**src/rtl/opb_master_arb.sv**
```systemverilog
// Two-port round-robin sequencer for the single OPB master port.
// Each granted word transaction runs IDLE -> ISSUE -> (WAIT_RD) -> DONE with fully registered outputs.
module opb_master_arb #(
    parameter int unsigned RD_LATENCY = 2
) (
    input  logic        SYS_CLK,
    input  logic        SYS_RST,
    input  logic        M0_REQ,
    input  logic        M0_WE,
    input  logic [31:0] M0_ADDR,
    input  logic [31:0] M0_WDATA,
    output logic        M0_ACK,
    output logic [31:0] M0_RDATA,
    input  logic        M1_REQ,
    input  logic        M1_WE,
    input  logic [31:0] M1_ADDR,
    input  logic [31:0] M1_WDATA,
    output logic        M1_ACK,
    output logic [31:0] M1_RDATA,
    output logic [31:0] OPB_ADDR,
    output logic [31:0] OPB_DO,
    input  logic [31:0] OPB_DI,
    output logic        OPB_RE,
    output logic        OPB_WE,
    output logic        BUSY
);

    typedef enum logic [1:0] {IDLE, ISSUE, WAIT_RD, DONE} state_t;

    localparam logic [3:0] LAT = 4'(RD_LATENCY);

    state_t      state_q, state_d;
    logic [3:0]  cnt_q, cnt_d;
    logic        last_grant_q, last_grant_d;
    logic        grant_q, grant_d;
    logic        we_q, we_d;
    logic [31:0] opb_addr_q, opb_addr_d;
    logic [31:0] opb_do_q, opb_do_d;
    logic        opb_re_q, opb_re_d;
    logic        opb_we_q, opb_we_d;
    logic        ack0_q, ack0_d;
    logic        ack1_q, ack1_d;
    logic [31:0] rdata0_q, rdata0_d;
    logic [31:0] rdata1_q, rdata1_d;
    logic        busy_q, busy_d;
    logic        sel;

    always_comb begin
        // NOTE: every _d gets a default before the case, so no path can infer a latch.
        state_d      = state_q;
        cnt_d        = cnt_q;
        last_grant_d = last_grant_q;
        grant_d      = grant_q;
        we_d         = we_q;
        opb_addr_d   = opb_addr_q;
        opb_do_d     = opb_do_q;
        opb_re_d     = 1'b0;
        opb_we_d     = 1'b0;
        ack0_d       = 1'b0;
        ack1_d       = 1'b0;
        rdata0_d     = rdata0_q;
        rdata1_d     = rdata1_q;
        sel          = 1'b0;

        case (state_q)
            IDLE: begin
                if (M0_REQ || M1_REQ) begin
                    // A tie goes to the port that did not win last time.
                    sel          = (M0_REQ && M1_REQ) ? ~last_grant_q : M1_REQ;
                    grant_d      = sel;
                    last_grant_d = sel;
                    we_d         = sel ? M1_WE : M0_WE;
                    opb_addr_d   = sel ? M1_ADDR : M0_ADDR;
                    if (we_d) begin
                        opb_do_d = sel ? M1_WDATA : M0_WDATA;
                        opb_we_d = 1'b1;
                    end else begin
                        opb_re_d = 1'b1;
                    end
                    state_d = ISSUE;
                end
            end
            ISSUE: begin
                if (we_q) begin
                    state_d = DONE;
                    ack0_d  = ~grant_q;
                    ack1_d  = grant_q;
                end else begin
                    state_d = WAIT_RD;
                    cnt_d   = 4'd1;
                end
            end
            WAIT_RD: begin
                // cnt_q counts cycles since the strobe; OPB_DI is valid on the last one.
                if (cnt_q == LAT) begin
                    if (grant_q) rdata1_d = OPB_DI;
                    else         rdata0_d = OPB_DI;
                    ack0_d  = ~grant_q;
                    ack1_d  = grant_q;
                    cnt_d   = 4'd0;
                    state_d = DONE;
                end else begin
                    cnt_d = cnt_q + 4'd1;
                end
            end
            DONE:    state_d = IDLE;
            default: state_d = IDLE;
        endcase

        busy_d = (state_d != IDLE);
    end

    // NOTE: sequential state uses non-blocking assignments only; every flop, read data included, is reset.
    always_ff @(posedge SYS_CLK or posedge SYS_RST) begin
        if (SYS_RST) begin
            state_q      <= IDLE;
            cnt_q        <= 4'd0;
            last_grant_q <= 1'b1;
            grant_q      <= 1'b0;
            we_q         <= 1'b0;
            opb_addr_q   <= 32'd0;
            opb_do_q     <= 32'd0;
            opb_re_q     <= 1'b0;
            opb_we_q     <= 1'b0;
            ack0_q       <= 1'b0;
            ack1_q       <= 1'b0;
            rdata0_q     <= 32'd0;
            rdata1_q     <= 32'd0;
            busy_q       <= 1'b0;
        end else begin
            state_q      <= state_d;
            cnt_q        <= cnt_d;
            last_grant_q <= last_grant_d;
            grant_q      <= grant_d;
            we_q         <= we_d;
            opb_addr_q   <= opb_addr_d;
            opb_do_q     <= opb_do_d;
            opb_re_q     <= opb_re_d;
            opb_we_q     <= opb_we_d;
            ack0_q       <= ack0_d;
            ack1_q       <= ack1_d;
            rdata0_q     <= rdata0_d;
            rdata1_q     <= rdata1_d;
            busy_q       <= busy_d;
        end
    end

    assign OPB_ADDR = opb_addr_q;
    assign OPB_DO   = opb_do_q;
    assign OPB_RE   = opb_re_q;
    assign OPB_WE   = opb_we_q;
    assign M0_ACK   = ack0_q;
    assign M1_ACK   = ack1_q;
    assign M0_RDATA = rdata0_q;
    assign M1_RDATA = rdata1_q;
    assign BUSY     = busy_q;

endmodule

```
**config.mk**
```make
export PLATFORM = sky130hd
export DESIGN_NAME = opb_master_arb
export DESIGN_NICKNAME = d
export VERILOG_FILES = /design/src/rtl/opb_master_arb.sv
export SDC_FILE = /design/constraint.sdc
export NUM_CORES = 1
export LEC_CHECK = 0
export BUFFER_PORTS_ARGS = -buffer_cell sky130_fd_sc_hd__buf_2
export CORE_MARGIN = 1
export CORE_UTILIZATION = 42
export DETAILED_ROUTE_END_ITERATION = 10
export PLACE_DENSITY = 0.76
export RECOVER_POWER = 50
export SETUP_SLACK_MARGIN = 0.3
export SLEW_MARGIN = 30
export SYNTH_ARGS = -nofsm -noshare
export SYNTH_HDL_FRONTEND = slang
export SYNTH_SLANG_ARGS = --single-unit
```
**constraint.sdc**
```tcl
create_clock -name SYS_CLK -period 4 [get_ports SYS_CLK]
set_input_delay 0.4 -clock SYS_CLK [delete_from_list [all_inputs] [get_ports SYS_CLK]]
set_output_delay 0.4 -clock SYS_CLK [all_outputs]
set_load 0.01 [all_outputs]
```
==> impl_metrics.csv <==
group,metric,value,unit
placement,gp_congestion,0.732,
worst_setup_path,cp.arrival,2.86,ns
logic_synthesis,async_flop_share,100,%
clock_tree,cts_max_path_buffers,2,
logic_synthesis,synth.avg_cell_area,14.0,µm²
clock_tree,cts-buffers-inserted,17,
logic_synthesis,netlist_area,0.00628,mm²
power,p_leak,4.06,nW
logic_synthesis,ys.flop_type,"dfrtp_1",
clock_tree,clock_latency,0.42,ns
worst_setup_path,crit_required,4.18,ns
floorplan,num_rows,44,
timing,setup_violations,0,
logic_synthesis,synth-edff-count,0,
timing,fmax,373,MHz
timing,rsz0062_at_grt,"no",
placement,hpwl,10700,µm
worst_setup_path,startpoint_type,"input pin",
grt,grt_overflow,0,
worst_setup_path,cp_max_fo,72,
floorplan,fp.dieW,124,µm
floorplan,core_area,0.0146,mm²
grt,grt_pass1_wl,24000,µm
timing,maxSlewViolCount,103,
timing,fin_crit_sh,67.0,%
logic_synthesis,synth_nets,618,
logic_synthesis,synth.yosys.warnings,0,
grt,grt_max_degree,73,
run_status,status,"complete, but fails checks",
routing,drc,0,
routing,ant_nets,0,
logic_synthesis,seq_area_frac_synth,56.6,%
clock_tree,cts_resized,0,
logic_synthesis,synth-seq-cells,142,
worst_setup_path,critPathTopFamily,"buffers and inverters",
logic_synthesis,synth_top_area_share,56.2,%
routing,first_pass_iters,4,
placement,port_buffers,298,
grt,antenna_found_initial,0,
routing,routedWlPerCell,15.6,µm
worst_setup_path,path_buf_inv,4,
routing,totalWireLength,14800,µm
final_layout,layout-drive-gt1-share,50.7,%
grt,grt_pass1_vias,4839,
worst_setup_path,path_class,"input pin to asynchronous set/reset pin",
timing,setup_tns,0,ns
logic_synthesis,synth_cells,449,
run,maxCapViolCount,2,
floorplan,die_y,124,µm
floorplan,io_pins,299,
clock_tree,ctsRootBufferMaster,"clkbuf_16",
timing,final.setup_skew,0.00981,ns
logic_synthesis,netlist_top_cells_area,"dfrtp_1 (56%), mux2_2 (18%), mux2_4 (7.2%), mux2i_1 (5.1%), o21ai_0 (2.4%)",
final_layout,final_nets,920,
clock_tree,clkTransAtPathRegs,0.07,ns
final_layout,instances_no_fill,948,
routing,drt_iter0_markers,174,
power,p_per_area,754,mW/mm²
grt,grtUsageTotal,19.8,%
worst_setup_path,crit_chain,"dlygate4sd3_1 > buf_2 > clkinvlp_2 > clkbuf_2",
run_status,failed_checks,"capacitance limit, slew limit",
clock_tree,clkSinkCount,142,
worst_setup_path,crit_slowest_cell,"clkbuf_2",
worst_setup_path,crit_path_max_incr_delay,1.37,ns
final_layout,layout_common_cells,"buf_2 (205), dfrtp_1 (141), mux2_2 (98), clkbuf_1 (94), nand2_1 (35)",
clock_tree,cts_tree,"yes",
timing,hold_viol,0,
power,ir_worst_vdd,351,µV
clock_tree,htreeDepth,4,
hold_path,hold_path_class,"input pin to flop",
placement,dp.cells,913,
timing,hold_slack,0.221,ns
timing,tightest_slew,1.78,ns
routing,dr_total_vias,4614,
logic_synthesis,yosys.cell_types.count,39,
floorplan,die-area,0.0155,mm²
power,p_total,6.31,mW
timing,fin_crit,2.68,ns
final_layout,insertedDiodeCount,0,
worst_setup_path,worstSetupEndpointType,"asynchronous set/reset pin",
timing,max_slew_margin,-18.5,%
final_layout,area_growth_syn_to_layout,33.3,%
final_layout,final_common_cell,"buf_2",
floorplan,start_util,43.1,%
routing,via_per_inst,4.87,
logic_synthesis,yosysTopAreaCell,"dfrtp_1",
==> layer usage <==
| layer | part of all wire [%] | global-route usage (%) | routed length (µm) |
|---|---|---|---|
| met1 | 43 | 23.2 | 6330 |
| met2 | 49 | 33.7 | 7210 |
| met3 | 6.5 | 6.31 | 954 |
| met4 | 1.8 | 7.37 | 259 |
| met5 | 0 | 0 | 0 |
==> worst register-to-register path, cell delays in order, from the launching register on <==
cell,delay (ns)
dfrtp_1,0.41
inv_1,0.09
ha_1,0.36
and4_4,0.29
and2_2,0.73
buf_4,0.29
mux2_4,0.30
==> logic make-up after synthesis <==
group,after synthesis,share of synthesized area [%]
AOI/OAI and AO/OA,54,4.96
adders and majority gates,3,0.597
buffers and inverters,34,3.96
DFF,142,56.6
muxes,160,29.8
and+or+nand+nor,56,4.08
==> path summary, 6_finish.rpt <==
kind	start	endpoint	slack [ns]	cells after the start
setup / recovery	SYS_RST	OPB_ADDR[12]$_DFFE_PP0P_	1.32	4
hold / removal	OPB_DI[25]	M0_RDATA[25]$_DFFE_PP0P_	0.22	2
setup reg to reg	state_q[0]$_DFF_PP0_	M0_RDATA[5]$_DFFE_PP0P_	1.41	6
hold reg to reg	OPB_ADDR[9]$_DFFE_PP0P_	OPB_ADDR[9]$_DFFE_PP0P_	0.48	2
max in group SYS_CLK	state_q[0]$_DFF_PP0_	M0_RDATA[5]$_DFFE_PP0P_	1.41	6
min in group asynchronous	SYS_RST	M1_RDATA[6]$_DFFE_PP0P_	0.58	3
==> power by group <==
| group | leakage (nW) | internal (mW) | switching, mW | total [mW] |
|---|---|---|---|---|
| Clock | 0.276 | 0.877 | 0.660 | 1.54 |
| Combinational | 2.05 | 1.10 | 1.20 | 2.30 |
| Sequential | 1.73 | 2.12 | 0.359 | 2.48 |
| Total | 4.06 | 4.09 | 2.22 | 6.31 |
==> through the flow <==
stage | setup WS, ns | utilization, % | instance area (µm²)
after floorplan | 1.82 | - | 6290
after CTS | 1.38 | 58.1 | 8480
final | 1.32 | 57.4 | 8370
after detailed placement | 1.18 | 54.2 | 7900
after global placement | 1.23 | 54.0 | 7880
after global routing | 0.771 | 57.4 | 8370
==> layout make-up <==
class                   count  area (µm²)
clock inverters            15         150
repair buffers            309        1480
inverters                   8        31.3
fillers                  1273        6220
well taps                 184         230
multi-input cells         273        2500
flip-flops and latches    142        3550
clock buffers              17         425
==> cells in the mapped netlist (all sizes together) (2+ instances only) <==
cell type	count
nor3	4
nand2	35
dfrtp	141
nor2	5
o22ai	2
inv	8
a22o	3
o21ai	38
and2	4
mux2	128
mux2i	32
ha	3
buf	19
nand3	2
clkbuf	7
or2	2
a21oi	6
==> registers in the layout (all words and copies together), names as in the netlist <==
register and flops:
OPB_RE 1, OPB_WE 1, cnt_q 4, M1_ACK 1, state_q 2, OPB_DO 32
last_grant_q 1, M0_ACK 1, we_q 1, grant_q 1, M0_RDATA 32, M1_RDATA 32
OPB_ADDR 32, BUSY 1
==> timing repair <==
item | in CTS | in global routing
buffers inserted | 0 | 0
hold buffers | 0 | 1
endpoints found under the hold margin | 0 | 13
endpoints found under the setup margin | 0 | 0
(Power assumes the default switching activity.)
